$ cat config.mk
export PLATFORM = sky130hd
export DESIGN_NAME = adc_osr_capture_flat
export DESIGN_NICKNAME = d
export VERILOG_FILES = /design/src/rtl/adc_pkg.sv /design/src/rtl/adc_osr_capture_if.sv /design/src/rtl/adc_strobe_sync.sv /design/src/rtl/adc_osr_capture.sv /design/src/flat_wrapper.sv
export SDC_FILE = /design/constraint.sdc
export NUM_CORES = 1
export LEC_CHECK = 0
export ABC_AREA = 1
export BUFFER_PORTS_ARGS = -buffer_cell sky130_fd_sc_hd__buf_2
export CORE_ASPECT_RATIO = 1.25
export CORE_MARGIN = 5
export CORE_UTILIZATION = 45
export CTS_BUF_LIST = sky130_fd_sc_hd__clkbuf_2 sky130_fd_sc_hd__clkbuf_4 sky130_fd_sc_hd__clkbuf_8
export DETAILED_ROUTE_END_ITERATION = 10
export PLACE_DENSITY = 0.63
export SLEW_MARGIN = 10
export SYNTH_ARGS = -nofsm -noshare
export SYNTH_HDL_FRONTEND = slang
export SYNTH_SLANG_ARGS = --single-unit
$ cat constraint.sdc
create_clock -name clk -period 2 [get_ports clk]
set_input_delay 0.1 -clock clk [delete_from_list [all_inputs] [get_ports clk]]
set_output_delay 0.1 -clock clk [all_outputs]
set_load 0.02 [all_outputs]
$ cat src/rtl/adc_pkg.sv
// rtl/adc_pkg.sv - shared widths, types and helpers for the ADC capture path
package adc_pkg;

  localparam int ADC_RESULT_W = 16;
  localparam int DROP_CNT_W   = 8;

  typedef logic [ADC_RESULT_W-1:0] adc_result_t;
  typedef logic [DROP_CNT_W-1:0]   drop_cnt_t;

  // Increment that sticks at all-ones instead of wrapping
  function automatic drop_cnt_t sat_inc(input drop_cnt_t v);
    return (&v) ? v : v + drop_cnt_t'(1);
  endfunction

endpackage

$ cat src/rtl/adc_osr_capture_if.sv
// rtl/adc_osr_capture_if.sv - oversampler strobe/data in, result FIFO read and status out
interface adc_osr_capture_if #(
  parameter int FIFO_DEPTH = 4
) ();
  import adc_pkg::*;

  logic                        osr_done_in;
  adc_result_t                 osr_data_in;
  logic                        rd_ready;
  logic                        clear_ovf;
  adc_result_t                 rd_data;
  logic                        rd_valid;
  logic [$clog2(FIFO_DEPTH):0] level;
  logic                        overflow;
  drop_cnt_t                   drop_count;

  modport master (
    output osr_done_in, osr_data_in, rd_ready, clear_ovf,
    input  rd_data, rd_valid, level, overflow, drop_count
  );

  modport slave (
    input  osr_done_in, osr_data_in, rd_ready, clear_ovf,
    output rd_data, rd_valid, level, overflow, drop_count
  );

endinterface

$ cat src/rtl/adc_strobe_sync.sv
// rtl/adc_strobe_sync.sv - synchronizer and rising-edge pulse for the conversion strobe
module adc_strobe_sync #(
  parameter int SYNC_STAGES = 2
) (
  input  logic clk,
  input  logic rst,
  input  logic strobe_in,
  output logic capture
);

  logic [SYNC_STAGES-1:0] sync_q;
  logic                   edge_q;

  // Resynchronize the strobe, keep its previous value, and flag a single-cycle 0->1 capture
  always_ff @(posedge clk or posedge rst) begin
    if (rst) begin
      sync_q  <= '0;
      edge_q  <= 1'b0;
      capture <= 1'b0;
    end else begin
      sync_q  <= {sync_q[SYNC_STAGES-2:0], strobe_in};
      edge_q  <= sync_q[SYNC_STAGES-1];
      capture <= sync_q[SYNC_STAGES-1] & ~edge_q;
    end
  end

endmodule

$ cat src/rtl/adc_osr_capture.sv
// rtl/adc_osr_capture.sv - captures oversampler results into a registered FIFO with overflow tracking
module adc_osr_capture
  import adc_pkg::*;
#(
  parameter int FIFO_DEPTH  = 4,
  parameter int SYNC_STAGES = 2
) (
  input logic              clk,
  input logic              rst,
  adc_osr_capture_if.slave bus
);

  localparam int PTR_W = $clog2(FIFO_DEPTH);
  localparam int LVL_W = PTR_W + 1;

  logic             cap_pulse;
  adc_result_t      mem [FIFO_DEPTH];
  logic [PTR_W-1:0] wr_ptr;
  logic [PTR_W-1:0] rd_ptr;
  logic [PTR_W-1:0] rd_ptr_nxt;
  logic [LVL_W-1:0] level_q;
  logic [LVL_W-1:0] level_eff;
  logic             full;
  logic             pop;
  logic             push;
  logic             drop;
  logic             rd_valid_q;
  adc_result_t      rd_data_q;
  logic             overflow_q;
  drop_cnt_t        drop_cnt_q;

  adc_strobe_sync #(
    .SYNC_STAGES(SYNC_STAGES)
  ) u_strobe_sync (
    .clk      (clk),
    .rst      (rst),
    .strobe_in(bus.osr_done_in),
    .capture  (cap_pulse)
  );

  // A full FIFO still accepts a capture when the head leaves in the same cycle
  always_comb begin
    full       = (level_q == LVL_W'(FIFO_DEPTH));
    pop        = rd_valid_q & bus.rd_ready;
    push       = cap_pulse & (~full | pop);
    drop       = cap_pulse & full & ~pop;
    rd_ptr_nxt = rd_ptr + PTR_W'(pop);
    level_eff  = level_q - LVL_W'(pop);
  end

  // Result storage; every read is qualified by level, so contents need no reset
  always_ff @(posedge clk) begin
    if (push) begin
      mem[wr_ptr] <= bus.osr_data_in;
    end
  end

  // Pointers wrap naturally at the power-of-two depth; level carries full/empty
  always_ff @(posedge clk or posedge rst) begin
    if (rst) begin
      wr_ptr  <= '0;
      rd_ptr  <= '0;
      level_q <= '0;
    end else begin
      if (push) begin
        wr_ptr <= wr_ptr + PTR_W'(1);
      end
      rd_ptr  <= rd_ptr_nxt;
      level_q <= level_q + LVL_W'(push) - LVL_W'(pop);
    end
  end

  // Registered head: only entries already stored before this cycle are presented, so a new entry shows a cycle after its write
  always_ff @(posedge clk or posedge rst) begin
    if (rst) begin
      rd_valid_q <= 1'b0;
      rd_data_q  <= '0;
    end else begin
      rd_valid_q <= (level_eff != '0);
      rd_data_q  <= (level_eff != '0) ? mem[rd_ptr_nxt] : '0;
    end
  end

  // Sticky overflow and saturating drop count; a drop coinciding with a clear counts as the first new drop
  always_ff @(posedge clk or posedge rst) begin
    if (rst) begin
      overflow_q <= 1'b0;
      drop_cnt_q <= '0;
    end else if (drop) begin
      overflow_q <= 1'b1;
      drop_cnt_q <= bus.clear_ovf ? drop_cnt_t'(1) : sat_inc(drop_cnt_q);
    end else if (bus.clear_ovf) begin
      overflow_q <= 1'b0;
      drop_cnt_q <= '0;
    end
  end

  assign bus.rd_data    = rd_data_q;
  assign bus.rd_valid   = rd_valid_q;
  assign bus.level      = level_q;
  assign bus.overflow   = overflow_q;
  assign bus.drop_count = drop_cnt_q;

endmodule

$ cat src/flat_wrapper.sv
// flat-port wrapper written by rule: the top's interface ports become plain ports
module adc_osr_capture_flat import adc_pkg::*;
#(
  parameter int FIFO_DEPTH  = 4,
  parameter int SYNC_STAGES = 2
)
  (clk, rst, bus_osr_done_in, bus_osr_data_in, bus_rd_ready, bus_clear_ovf, bus_rd_data, bus_rd_valid, bus_level, bus_overflow, bus_drop_count);
  adc_osr_capture_if #(.FIFO_DEPTH(FIFO_DEPTH)) bus_i ();
  input logic clk;
  input logic rst;
  input wire logic [$bits(bus_i.osr_done_in)-1:0] bus_osr_done_in;
  input wire logic [$bits(bus_i.osr_data_in)-1:0] bus_osr_data_in;
  input wire logic [$bits(bus_i.rd_ready)-1:0] bus_rd_ready;
  input wire logic [$bits(bus_i.clear_ovf)-1:0] bus_clear_ovf;
  output wire logic [$bits(bus_i.rd_data)-1:0] bus_rd_data;
  output wire logic [$bits(bus_i.rd_valid)-1:0] bus_rd_valid;
  output wire logic [$bits(bus_i.level)-1:0] bus_level;
  output wire logic [$bits(bus_i.overflow)-1:0] bus_overflow;
  output wire logic [$bits(bus_i.drop_count)-1:0] bus_drop_count;
  assign bus_i.osr_done_in = bus_osr_done_in;
  assign bus_i.osr_data_in = bus_osr_data_in;
  assign bus_i.rd_ready = bus_rd_ready;
  assign bus_i.clear_ovf = bus_clear_ovf;
  assign bus_rd_data = bus_i.rd_data;
  assign bus_rd_valid = bus_i.rd_valid;
  assign bus_level = bus_i.level;
  assign bus_overflow = bus_i.overflow;
  assign bus_drop_count = bus_i.drop_count;
  adc_osr_capture #(.FIFO_DEPTH(FIFO_DEPTH), .SYNC_STAGES(SYNC_STAGES)) u_core (.clk(clk), .rst(rst), .bus(bus_i));
endmodule
# Word level (Yosys, flattened, before mapping)

Memory sizes are Yosys's and may differ from the RTL's.
Cells that the tools add are included.

Bits in writable memories: 64
Bits in registers: 37
Bits of input ports: 21
Memories: 1
Word-level logic and storage cells: 41

Memory list:

| memory     | depth | bits a word | rd ports | clocked after memory_dff | wr ports | line                  | text |
|---|---|---|---|---|---|---|---|
| u_core.mem | 4     | 16          | 1        | 0                        | 1        | adc_osr_capture.sv:17 | `adc_result_t mem [FIFO_DEPTH];` |

Reductions and logical operators: 4
Equality and inequality tests: 2
Multiplexer cells: 9
Add/sub/neg operators: 6
Bitwise gates (word level): 9

Operators by type and width:

| cell                | number |
|---|---|
| $mux 8              | 4 |
| $mux 16             | 1 |
| $add 8x1->8 const B | 1 |
| $reduce_and 8->1    | 1 |
| $sub 3x1->3         | 2 |
| $and 1x1->1         | 5 |
| $mux 1              | 4 |
| $add 3x1->3         | 1 |
| $eq 3x3->1 const B  | 1 |
| $not 1->1           | 3 |
| $reduce_bool 3->1   | 1 |
| $add 2x1->2         | 1 |
| $add 2x1->2 const B | 1 |
| $ne 2x2->1 const B  | 1 |
| $reduce_and 2->1    | 1 |
| $reduce_bool 2->1   | 1 |
| $or 1x1->1          | 1 |

# Longest topological paths before layout

Gate-level depths: netlist of run 1.

Word-level depth: 6
Gate-level depth with buffers: 9
Mapped depth without buffers: 8

# Cells and area by module

Synthesis of run 1 repeated with hierarchy kept, for this count alone.

Cells, all modules: 376
Area total of the unflattened synthesis: 4155.2 um^2

Modules (own cells, without submodules):

| module          | cells an instance | instances | area an instance (um^2) |
|---|---|---|---|
| adc_osr_capture | 369               | 1         | 4041.4 |
| adc_strobe_sync | 7                 | 1         | 113.9 |

# Worst setup path after synthesis of run 1

OpenSTA, ideal clock, no wires.

Path type: register to register
Start point: reg u_core.level_q[1], in the netlist u_core.bus.level[1]
End point: mem u_core.mem[0][0] in the netlist's numbering (enable)
Path slack: 0.059 ns
Path buffers: 0
Data arrival time: 1.552 ns
Stages on the path, launching flop included: 5
Cell sequence: dfrtp_1 -> nor2_1 -> nand3_1 -> nand2_1 -> nor2_1

Longest elaborated chain between the ends: 6

RTL lines:

| what                         | line                  | text |
|---|---|---|
| start, declared              | adc_osr_capture.sv:21 | `logic [LVL_W-1:0] level_q;` |
| start signal, assigned       | adc_osr_capture.sv:69 | `level_q <= level_q + LVL_W'(push) - LVL_W'(pop);` |
| $eq 3x3->1                   | adc_osr_capture.sv:43 | `full = (level_q == LVL_W'(FIFO_DEPTH));` |
| $not 1->1                    | adc_osr_capture.sv:45 | `push = cap_pulse & (~full \| pop);` |
| $or 1x1->1                   | adc_osr_capture.sv:45 |  |
| $and 1x1->1                  | adc_osr_capture.sv:45 |  |
| $mux 1                       | adc_osr_capture.sv:53 | `if (push) begin` |
| $mux 1 (not written as such) | adc_osr_capture.sv:54 | `mem[wr_ptr] <= bus.osr_data_in;` |
| end, declared                | adc_osr_capture.sv:17 |  |

No other way between the ends.

# Worst setup path after layout of run 1

Start point: reg u_core.level_q[1], in the netlist u_core.bus.level[1]
End point: reg u_core.level_q[1], in the netlist u_core.bus.level[1]

Longest elaborated chain between the ends: 6

RTL lines:

| what            | line                  | text |
|---|---|---|
| $eq 3x3->1      | adc_osr_capture.sv:43 |  |
| $not 1->1       | adc_osr_capture.sv:45 |  |
| $or 1x1->1      | adc_osr_capture.sv:45 |  |
| $and 1x1->1     | adc_osr_capture.sv:45 |  |
| net u_core.push | adc_osr_capture.sv:25 | `logic push;` |
| $add 3x1->3     | adc_osr_capture.sv:69 |  |
| $sub 3x1->3     | adc_osr_capture.sv:69 |  |

The timed path passes the listed nets, and every way through them passes these cells.
A chain may end at the register's enable or synchronous reset.

==> flow_summary.yaml, run 1 <==
outcome:
  status: "complete, no violations"
power:
  fin_total_pwr_mw: 6.429
  sequentialPowerShare: 0.432
  swShare: 0.3682
  power_density_nw_per_um2: 1284
  leakage_nw: 2.218
  power.internal_mw: 4.062
  p_sw_mw: 2.367
  comb_power_share: 0.364
  p_clk_frac: 0.204
  vdd_drop_max_uv: 645.6
sta:
  setup_viol_count_final: 0
  finClkSkew_ns: 0.007414
  period_needed_ns: 1.823
  final.setup.tns_ns: 0
  drv_slew: 0
  min_period_over_period: 0.9114
  grt_setup_unrepaired: "false"
  tightest_slew_ns: 0.4854
  hold_viol: 0
  max_freq_mhz: 548.6
  relSlewSlack: 0.6764
hold_path:
  hp-start: "bus_clear_ovf"
  hp-class: "in -> reg"
  min_path_cells: 3
  holdPathEnd: "u_core.bus.drop_count[0]"
clock_tree:
  post_cts_resized: 0
  cts_tree: "yes"
  cts_sinks: 101
  clkLatencyLatePin_ns: 0.36
  cts_inserted_buffers: 9
  root_buffer: "clkbuf_8"
  clkTransAtPathRegs_ns: 0.09
  hold_buffers: 18
  htreeDepth: 3
  cts_setup_buffers: 0
  clock_path_buffers: 2
setup_path:
  cp_data_required_time_ns: 2.31
  cp_max_fo: 6
  arrival_ns: 2.13
  startpoint_type: "flip-flop"
  regToRegSetupSlack_ns: 0.18
  crit_type: "reg -> reg"
  endpoint_kind: "flip-flop"
  r2r_start: "u_core.bus.level[1]"
  r2r_cells: 8
  r2r-end: "u_core.bus.level[1]"
yosys:
  synth_top_area_cell: "edfxtp_1"
  ys_ff_latch: 101
  yosysMostFrequentCell: "nand2_1"
  synth_warnings: 0
  syn_inst: 380
  ys.flop_type: "edfxtp_1"
  syn_area_um2: 4195
  syn_avg_cell_area_um2: 11.04
  synth_edf_count: 64
  syn_nets: 412
  synth_area_leaders: "edfxtp_1, dfrtp_1, nand2_1, inv_1, o21ai_0"
  yosysSeqAreaShare: 0.6788
  synth_top_cells_by_count: "nand2_1, edfxtp_1, inv_1"
  synth_top_area_frac: 0.4581
  yosys.cell_types.count: 26
  async_reset_ff_frac: 0.3663
routing:
  drtPass1Iterations: 4
  num_vias: 2711
  post_drt_wl_per_cell_um: 13.05
  drcViolationCount: 0
  via_per_inst: 4.634
  dr.first_iter.drc_count: 127
  drt-total-wl_um: 7632
  ant_nets: 0
floorplanning:
  num_io_pins: 50
  die-area_um2: 11370
  fp.dieW_um: 96.36
  die_h_um: 118.0
  fp-row-count: 39
  core_area_um2: 9125
  initial_core_util: 0.4598
final_layout:
  fillers: 825
  nets: 489
  drive_gt1_frac: 0.1883
  antennaDiodeCount: 0
  area_growth_pct: 19.33
global_route:
  grt_max_degree: 66
  grt_pass1_vias: 2693
  grt_pass1_wl_um: 12850
  antenna_found_initial: 0
  grt.overflow.total: 0
  grtUsageTotal: 0.1472
placed_design:
  io_buffers: 49
  place_congestion: 0.8334
  hpwl_um: 4963
job:
  drv_cap: 0
## through the flow
stage	setup WS (ns)	hold WS, ns	instance area [µm²]	util	instances
after CTS	0.1792	0.03820	5006	0.5486	585
after global placement	0.2707	0.2327	4622	0.5065	551
after detailed placement	0.2007	0.2324	4622	0.5065	551
after floorplan	0.05917	0.1314	4195	-	380
after global routing	0.01365	0.07522	5006	0.5486	585
final	0.1772	0.05807	5006	0.5486	585
## cells in the final DEF (no fill, tap or decap), types with 2 or more instances in the layout
cell and instances:
edfxtp_1 64, o21ai_0 38, inv_1 60, o21ai_1 2, nand2_1 103, nand4_1 5, nor2_1 13, xor2_1 2
buf_2 49, a21oi_1 13, dfrtp_1 37, nand2_2 2, buf_4 8, clkbuf_8 9, nand3_1 8, dlygate4sd3_1 18
inv_6 3, a21oi_2 3, clkinvlp_4 2, ha_1 10, buf_12 2
## cell families after synthesis
family | after synthesis | share of synthesized area
simple gates | 135 | 0.1333
flops | 101 | 0.6788
buf+inv | 72 | 0.07187
compound gates | 58 | 0.07337
fa+ha+maj | 11 | 0.03460
xor+xnor | 3 | 0.008054
## layout make-up
cell class / count / area [µm²] / area share
Timing Repair Buffer: 77 / 525.5 / 0.1050
Sequential cell: 101 / 2848 / 0.5689
Tap cell: 123 / 153.9 / 0.03074
Inverter: 61 / 229.0 / 0.04574
Multi-Input combinational cell: 207 / 1046 / 0.2089
Clock buffer: 9 / 123.9 / 0.02474
Clock inverter: 7 / 80.08 / 0.01600
## worst max-delay path, stage by stage, from the launching register on
cell	delay [ns]
dfrtp_1	0.45
nor2_1	0.16
nand3_1	0.13
nand2_1	0.20
inv_1	0.10
ha_1	0.21
inv_1	0.07
fa_1	0.40
inv_1	0.06
## layer usage
metal	part of all wire	global-route usage	up-vias
li1	-	-	1387
met1	0.43	0.1734	1266
met4	0.024	0.06930	0
met2	0.51	0.2549	43
met3	0.036	0.02430	15
met5	0	0	-
## worst max path at each step
stage | depth (start not counted) | slack (ns) | start | endpoint
after floorplan | 4 | 0.06 | u_core.bus.level[1] | u_core.mem[0][0]
after global placement | 8 | 0.27 | u_core.bus.rd_valid | u_core.bus.level[2]
after detailed placement | 8 | 0.20 | u_core.bus.level[1] | u_core.bus.level[1]
after CTS | 8 | 0.18 | u_core.bus.level[1] | u_core.bus.level[1]
after global routing | 8 | 0.01 | u_core.bus.level[1] | u_core.bus.level[1]
final | 8 | 0.18 | u_core.bus.level[1] | u_core.bus.level[1]
## power by group through the flow
stage	registers (mW)	logic, mW	clock network, mW
after floorplan	3.04	1.45	0
after global placement	2.82	2.31	0
after detailed placement	2.83	2.36	0
after CTS	2.79	2.40	1.35
final	2.78	2.34	1.31
after global routing	2.83	2.68	1.44
## sequential cells by signal, summed over array words and instances, names as in the netlist
name and flops:
u_core.bus.drop_count 8, u_core.bus.level 3, u_core.bus.overflow 1, u_core.bus.rd_data 16, u_core.bus.rd_valid 1, u_core.mem 64, u_core.rd_ptr 2, u_core.u_strobe_sync.capture 1
u_core.u_strobe_sync.edge_q 1, u_core.u_strobe_sync.sync_q 2, u_core.wr_ptr 2
No activity file was read; power rests on OpenSTA's default activity.
==> run 2, diff against run 1 <==
- CTS_BUF_LIST: sky130_fd_sc_hd__clkbuf_2 sky130_fd_sc_hd__clkbuf_4 sky130_fd_sc_hd__clkbuf_8 -> default
==> flow_summary.yaml, run 2 (same netlist as run 1, synthesis figures left out) <==
sta:
  setup_viol_count_final: 0
  relSlewSlack: 0.6821
  finClkSkew_ns: 0.003325
  final.setup.tns_ns: 0
  grt_setup_unrepaired: "false"
  min_period_over_period: 0.9081
  hold_viol: 0
  drv_slew: 0
  period_needed_ns: 1.816
  max_freq_mhz: 550.6
  tightest_slew_ns: 0.4768
  timing.final.ws_setup_ns: 0.1837
global_route:
  grtUsageTotal: 0.1476
  grt_max_degree: 66
  antenna_found_initial: 0
  grt_pass1_vias: 2694
  grt.overflow.total: 0
  grt_pass1_wl_um: 12880
placed_design:
  io_buffers: 49
  place_ws_ns: 0.2007
  place_congestion: 0.8334
  hpwl_um: 4963
  place_inst: 551
final_layout:
  regMostFlops: "u_core.mem"
  final_common_cell: "nand2_1"
  area_growth_pct: 21.74
  final_cells: 585
  mostFrequentLayoutCells: "nand2_1, edfxtp_1, inv_1, buf_2, o21ai_0"
  drive_gt1_frac: 0.1883
  largest_register_ffs: 64
  nets: 489
  antennaDiodeCount: 0
power:
  power_density_nw_per_um2: 1349
  vdd_drop_max_uv: 660.1
  leakage_nw: 2.265
setup_path:
  r2r_start: "u_core.bus.level[1]"
  crit_path_cell_trace: "nor2_1 -> nand3_1 -> nand2_1 -> inv_1 -> ha_1 -> inv_1 -> fa_1 -> inv_1"
  arrival_ns: 2.10
  critPathMaxStageDelay_ns: 0.44
  r2r_cells: 8
  crit_type: "reg -> reg"
  cp_max_fo: 6
  crit_path_top_delay_cell: "dfrtp_1"
  startpoint_type: "flip-flop"
  endpoint_kind: "flip-flop"
  cp_data_required_time_ns: 2.28
  crit_path_start: "u_core.bus.level[1]"
  crit_top_cell: "inv_1"
clock_tree:
  cts_tree: "yes"
  cts_sinks: 101
  htreeDepth: 3
  post_cts_resized: 0
  cts_setup_buffers: 0
  cts_inserted_buffers: 9
  clkTransAtPathRegs_ns: 0.07
  root_buffer: "clkbuf_16"
  clock_path_buffers: 2
  clkLatencyLatePin_ns: 0.34
routing:
  drt-total-wl_um: 7668
  via_per_inst: 4.668
  post_drt_wl_per_cell_um: 13.11
  drcViolationCount: 0
  drtPass1Iterations: 4
  ant_nets: 0
  num_vias: 2731
  dr.first_iter.drc_count: 146
floorplanning:
  fp.dieW_um: 96.36
  die-area_um2: 11370
  core_area_um2: 9125
  initial_core_util: 0.4598
  num_io_pins: 50
  die_h_um: 118.0
  fp-row-count: 39
job:
  drv_cap: 0
hold_path:
  hp-class: "in -> reg"
  hp-start: "bus_clear_ovf"
  min_path_cells: 3
outcome:
  status: "complete, no violations"
## run 2: metrics by stage
stage	cell area (µm²)	util	hold WS (ns)	power (mW)
3_5_place_dp	4622	0.5065	0.2324	5.195
6_report	5107	0.5597	0.08460	6.889
4_1_cts	5107	0.5597	0.07232	6.988
3_3_place_gp	4622	0.5065	0.2327	5.138
5_1_grt	5107	0.5597	0.1137	7.408
2_1_floorplan	4195	-	0.1314	4.490
## run 2: cell type report
| type | instances | area, µm² |
|---|---|---|
| well taps | 123 | 153.9 |
| flip-flops and latches | 101 | 2848 |
| repair buffers | 77 | 525.5 |
| clock inverters | 7 | 80.08 |
| multi-input cells | 207 | 1046 |
| inverters | 61 | 229.0 |
| fillers | 809 | 4018 |
| clock buffers | 9 | 225.2 |
## run 2: power by group
group | internal (mW) | switching [mW] | total [mW]
registers | 2.63 | 0.155 | 2.79
clock network | 0.985 | 0.768 | 1.75
logic | 0.842 | 1.51 | 2.35
## run 2: per-layer routing
layer,vias up,GRT usage,wire length (µm)
met5,-,0,0
met4,0,0.07456,161
met3,13,0.01854,289
met2,42,0.2553,3940
met1,1291,0.1754,3276
li1,1385,-,-
## run 2: critical path, delay by kind of cell, from the launching register on
family | cells | cell delay, ns
adder cells (fa/ha/maj) | 2 | 0.60
flip-flops | 1 | 0.44
AND/OR/NAND/NOR | 3 | 0.49
buffers and inverters | 3 | 0.23
## run 2: what timing repair did
item                       4_1_cts  5_1_grt
setup endpoints to repair        0        0
hold buffers                    18        0
hold endpoints to repair       102        0
## run 2: final timing paths
kind | endpoint | slack, ns
max reg2reg | u_core.bus.level[1] | 0.18
min reg2reg | u_core.u_strobe_sync.sync_q[1] | 0.35
min | u_core.bus.drop_count[0] | 0.08
max | u_core.bus.level[1] | 0.18
max in group asynchronous | u_core.bus.rd_data[1] | 1.26
min in group asynchronous | u_core.bus.rd_data[8] | 0.41
==> run 3, diff against run 2 <==
- BUFFER_PORTS_ARGS: -buffer_cell sky130_fd_sc_hd__buf_2 -> -buffer_cell sky130_fd_sc_hd__buf_4
==> flow_summary.yaml, run 3 (same netlist as run 1, synthesis figures left out) <==
outcome:
  status: "complete, no violations"
final_layout:
  fillers: 771
  mostFrequentLayoutCells: "nand2_1, edfxtp_1, inv_1, buf_4, o21ai_0"
  final_cells: 584
  nets: 488
  antennaDiodeCount: 0
  largest_register_ffs: 64
  drive_gt1_frac: 0.1866
  final_common_cell: "nand2_1"
  area_growth_pct: 24.01
  regMostFlops: "u_core.mem"
  final_area_um2: 5202
sta:
  drv_slew: 0
  hold_viol: 0
  final.setup.tns_ns: 0
  grt_setup_unrepaired: "false"
  finClkSkew_ns: 0.004822
  min_period_over_period: 0.8782
  relSlewSlack: 0.6622
  max_freq_mhz: 569.3
  setup_viol_count_final: 0
  tightest_slew_ns: 0.5067
  period_needed_ns: 1.756
placed_design:
  hpwl_um: 4991
  io_buffers: 49
  place_area_um2: 4737
  place_inst: 550
  place_congestion: 0.8082
clock_tree:
  cts_setup_buffers: 0
  clkLatencyLatePin_ns: 0.34
  cts_tree: "yes"
  cts_sinks: 101
  cts_inserted_buffers: 9
  htreeDepth: 3
  root_buffer: "clkbuf_16"
  post_cts_resized: 0
  hold_buffers: 18
  clock_path_buffers: 2
  clkTransAtPathRegs_ns: 0.06
setup_path:
  crit_top_cell: "inv_1"
  r2r_cells: 8
  crit_type: "reg -> reg"
  endpoint_kind: "flip-flop"
  r2r-end: "u_core.bus.level[2]"
  cp_data_required_time_ns: 2.23
  crit_path_top_delay_cell: "dfrtp_1"
  startpoint_type: "flip-flop"
  critPathMaxStageDelay_ns: 0.37
  cp_max_fo: 4
  regToRegSetupSlack_ns: 0.24
  r2r_start: "u_core.bus.rd_valid"
  crit_path_cell_trace: "nand2_1 -> inv_1 -> ha_1 -> inv_1 -> ha_1 -> inv_1 -> fa_1 -> xor2_1"
  arrival_ns: 1.98
power:
  vdd_drop_max_uv: 624.0
  leakage_nw: 2.281
  swShare: 0.3522
  sequentialPowerShare: 0.406
  comb_power_share: 0.356
  power.internal_mw: 4.454
  p_clk_frac: 0.237
  power_density_nw_per_um2: 1321
  p_sw_mw: 2.421
floorplanning:
  initial_core_util: 0.4598
  core_area_um2: 9125
  num_io_pins: 50
  die-area_um2: 11370
  die_h_um: 118.0
  fp.dieW_um: 96.36
  fp-row-count: 39
routing:
  dr.first_iter.drc_count: 135
  top_layer_used: "met4"
  num_vias: 2728
  drtPass1Iterations: 4
  wl_met3_um: 339
  wl_met2_um: 4044
  drt-total-wl_um: 7757
  wl_met1_um: 3241
  drcViolationCount: 0
  via_per_inst: 4.671
  post_drt_wl_per_cell_um: 13.28
  ant_nets: 0
job:
  drv_cap: 0
global_route:
  grt_max_degree: 66
  grtUsageTotal: 0.1470
  antenna_found_initial: 0
  grt_pass1_vias: 2527
  grt.overflow.total: 0
  grt_pass1_wl_um: 12440
hold_path:
  holdPathEnd: "u_core.bus.drop_count[0]"
  hp-class: "in -> reg"
  hp-start: "bus_clear_ovf"
  min_path_cells: 3
[run 3: final cells by class]
type,instances,area (µm²),share of cell area
clock buffers,10,239.0,0.04594
well taps,123,153.9,0.02958
multi-input cells,207,1046,0.2011
inverters,61,229.0,0.04401
clock inverters,6,46.29,0.008899
repair buffers,76,640.6,0.1231
flip-flops and latches,101,2848,0.5474
[run 3: per-stage QoR]
step	utilization	setup slack [ns]	power, mW	hold slack [ns]
after floorplan	-	0.05917	4.490	0.1314
after global placement	0.5191	0.2661	5.247	0.2268
after detailed placement	0.5191	0.2401	5.318	0.2276
after CTS	0.5701	0.2265	6.993	0.06077
after global routing	0.5701	0.09882	7.359	0.06366
final	0.5701	0.2436	6.875	0.07055
[run 3: worst max-delay path by stage]
stage                         from                   to  slack [ns]  cells past startpoint
2_1_floorplan  u_core.bus.level[1]     u_core.mem[0][0]        0.06                      4
3_3_place_gp   u_core.bus.rd_valid  u_core.bus.level[2]        0.27                      8
3_5_place_dp   u_core.bus.level[1]  u_core.bus.level[1]        0.24                      8
4_1_cts        u_core.bus.level[1]  u_core.bus.level[1]        0.23                      8
5_1_grt        u_core.bus.level[1]  u_core.bus.level[1]         0.1                      8
6_report       u_core.bus.rd_valid  u_core.bus.level[2]        0.24                      8
[run 3: layer usage]
| metal | up-vias | GRT usage |
|---|---|---|
| met5 | - | 0 |
| met4 | 0 | 0.06754 |
| met3 | 9 | 0.03197 |
| met2 | 51 | 0.2467 |
| met1 | 1285 | 0.1766 |
| li1 | 1383 | - |
[run 3: worst max-delay path, delay by kind of cell, from the launching register on]
kind                     cells  cell delay [ns]
XOR/XNOR                     1             0.17
buffers and inverters        3             0.20
AND/OR/NAND/NOR              1             0.12
flip-flops                   1             0.37
adder cells (fa/ha/maj)      3             0.79
[run 3: power groups by stage]
stage / clock, mW / combinational, mW / sequential, mW
2_1_floorplan: 0 / 1.45 / 3.04
3_3_place_gp: 0 / 2.41 / 2.84
3_5_place_dp: 0 / 2.48 / 2.84
4_1_cts: 1.68 / 2.51 / 2.80
5_1_grt: 1.77 / 2.76 / 2.83
6_report: 1.63 / 2.45 / 2.79
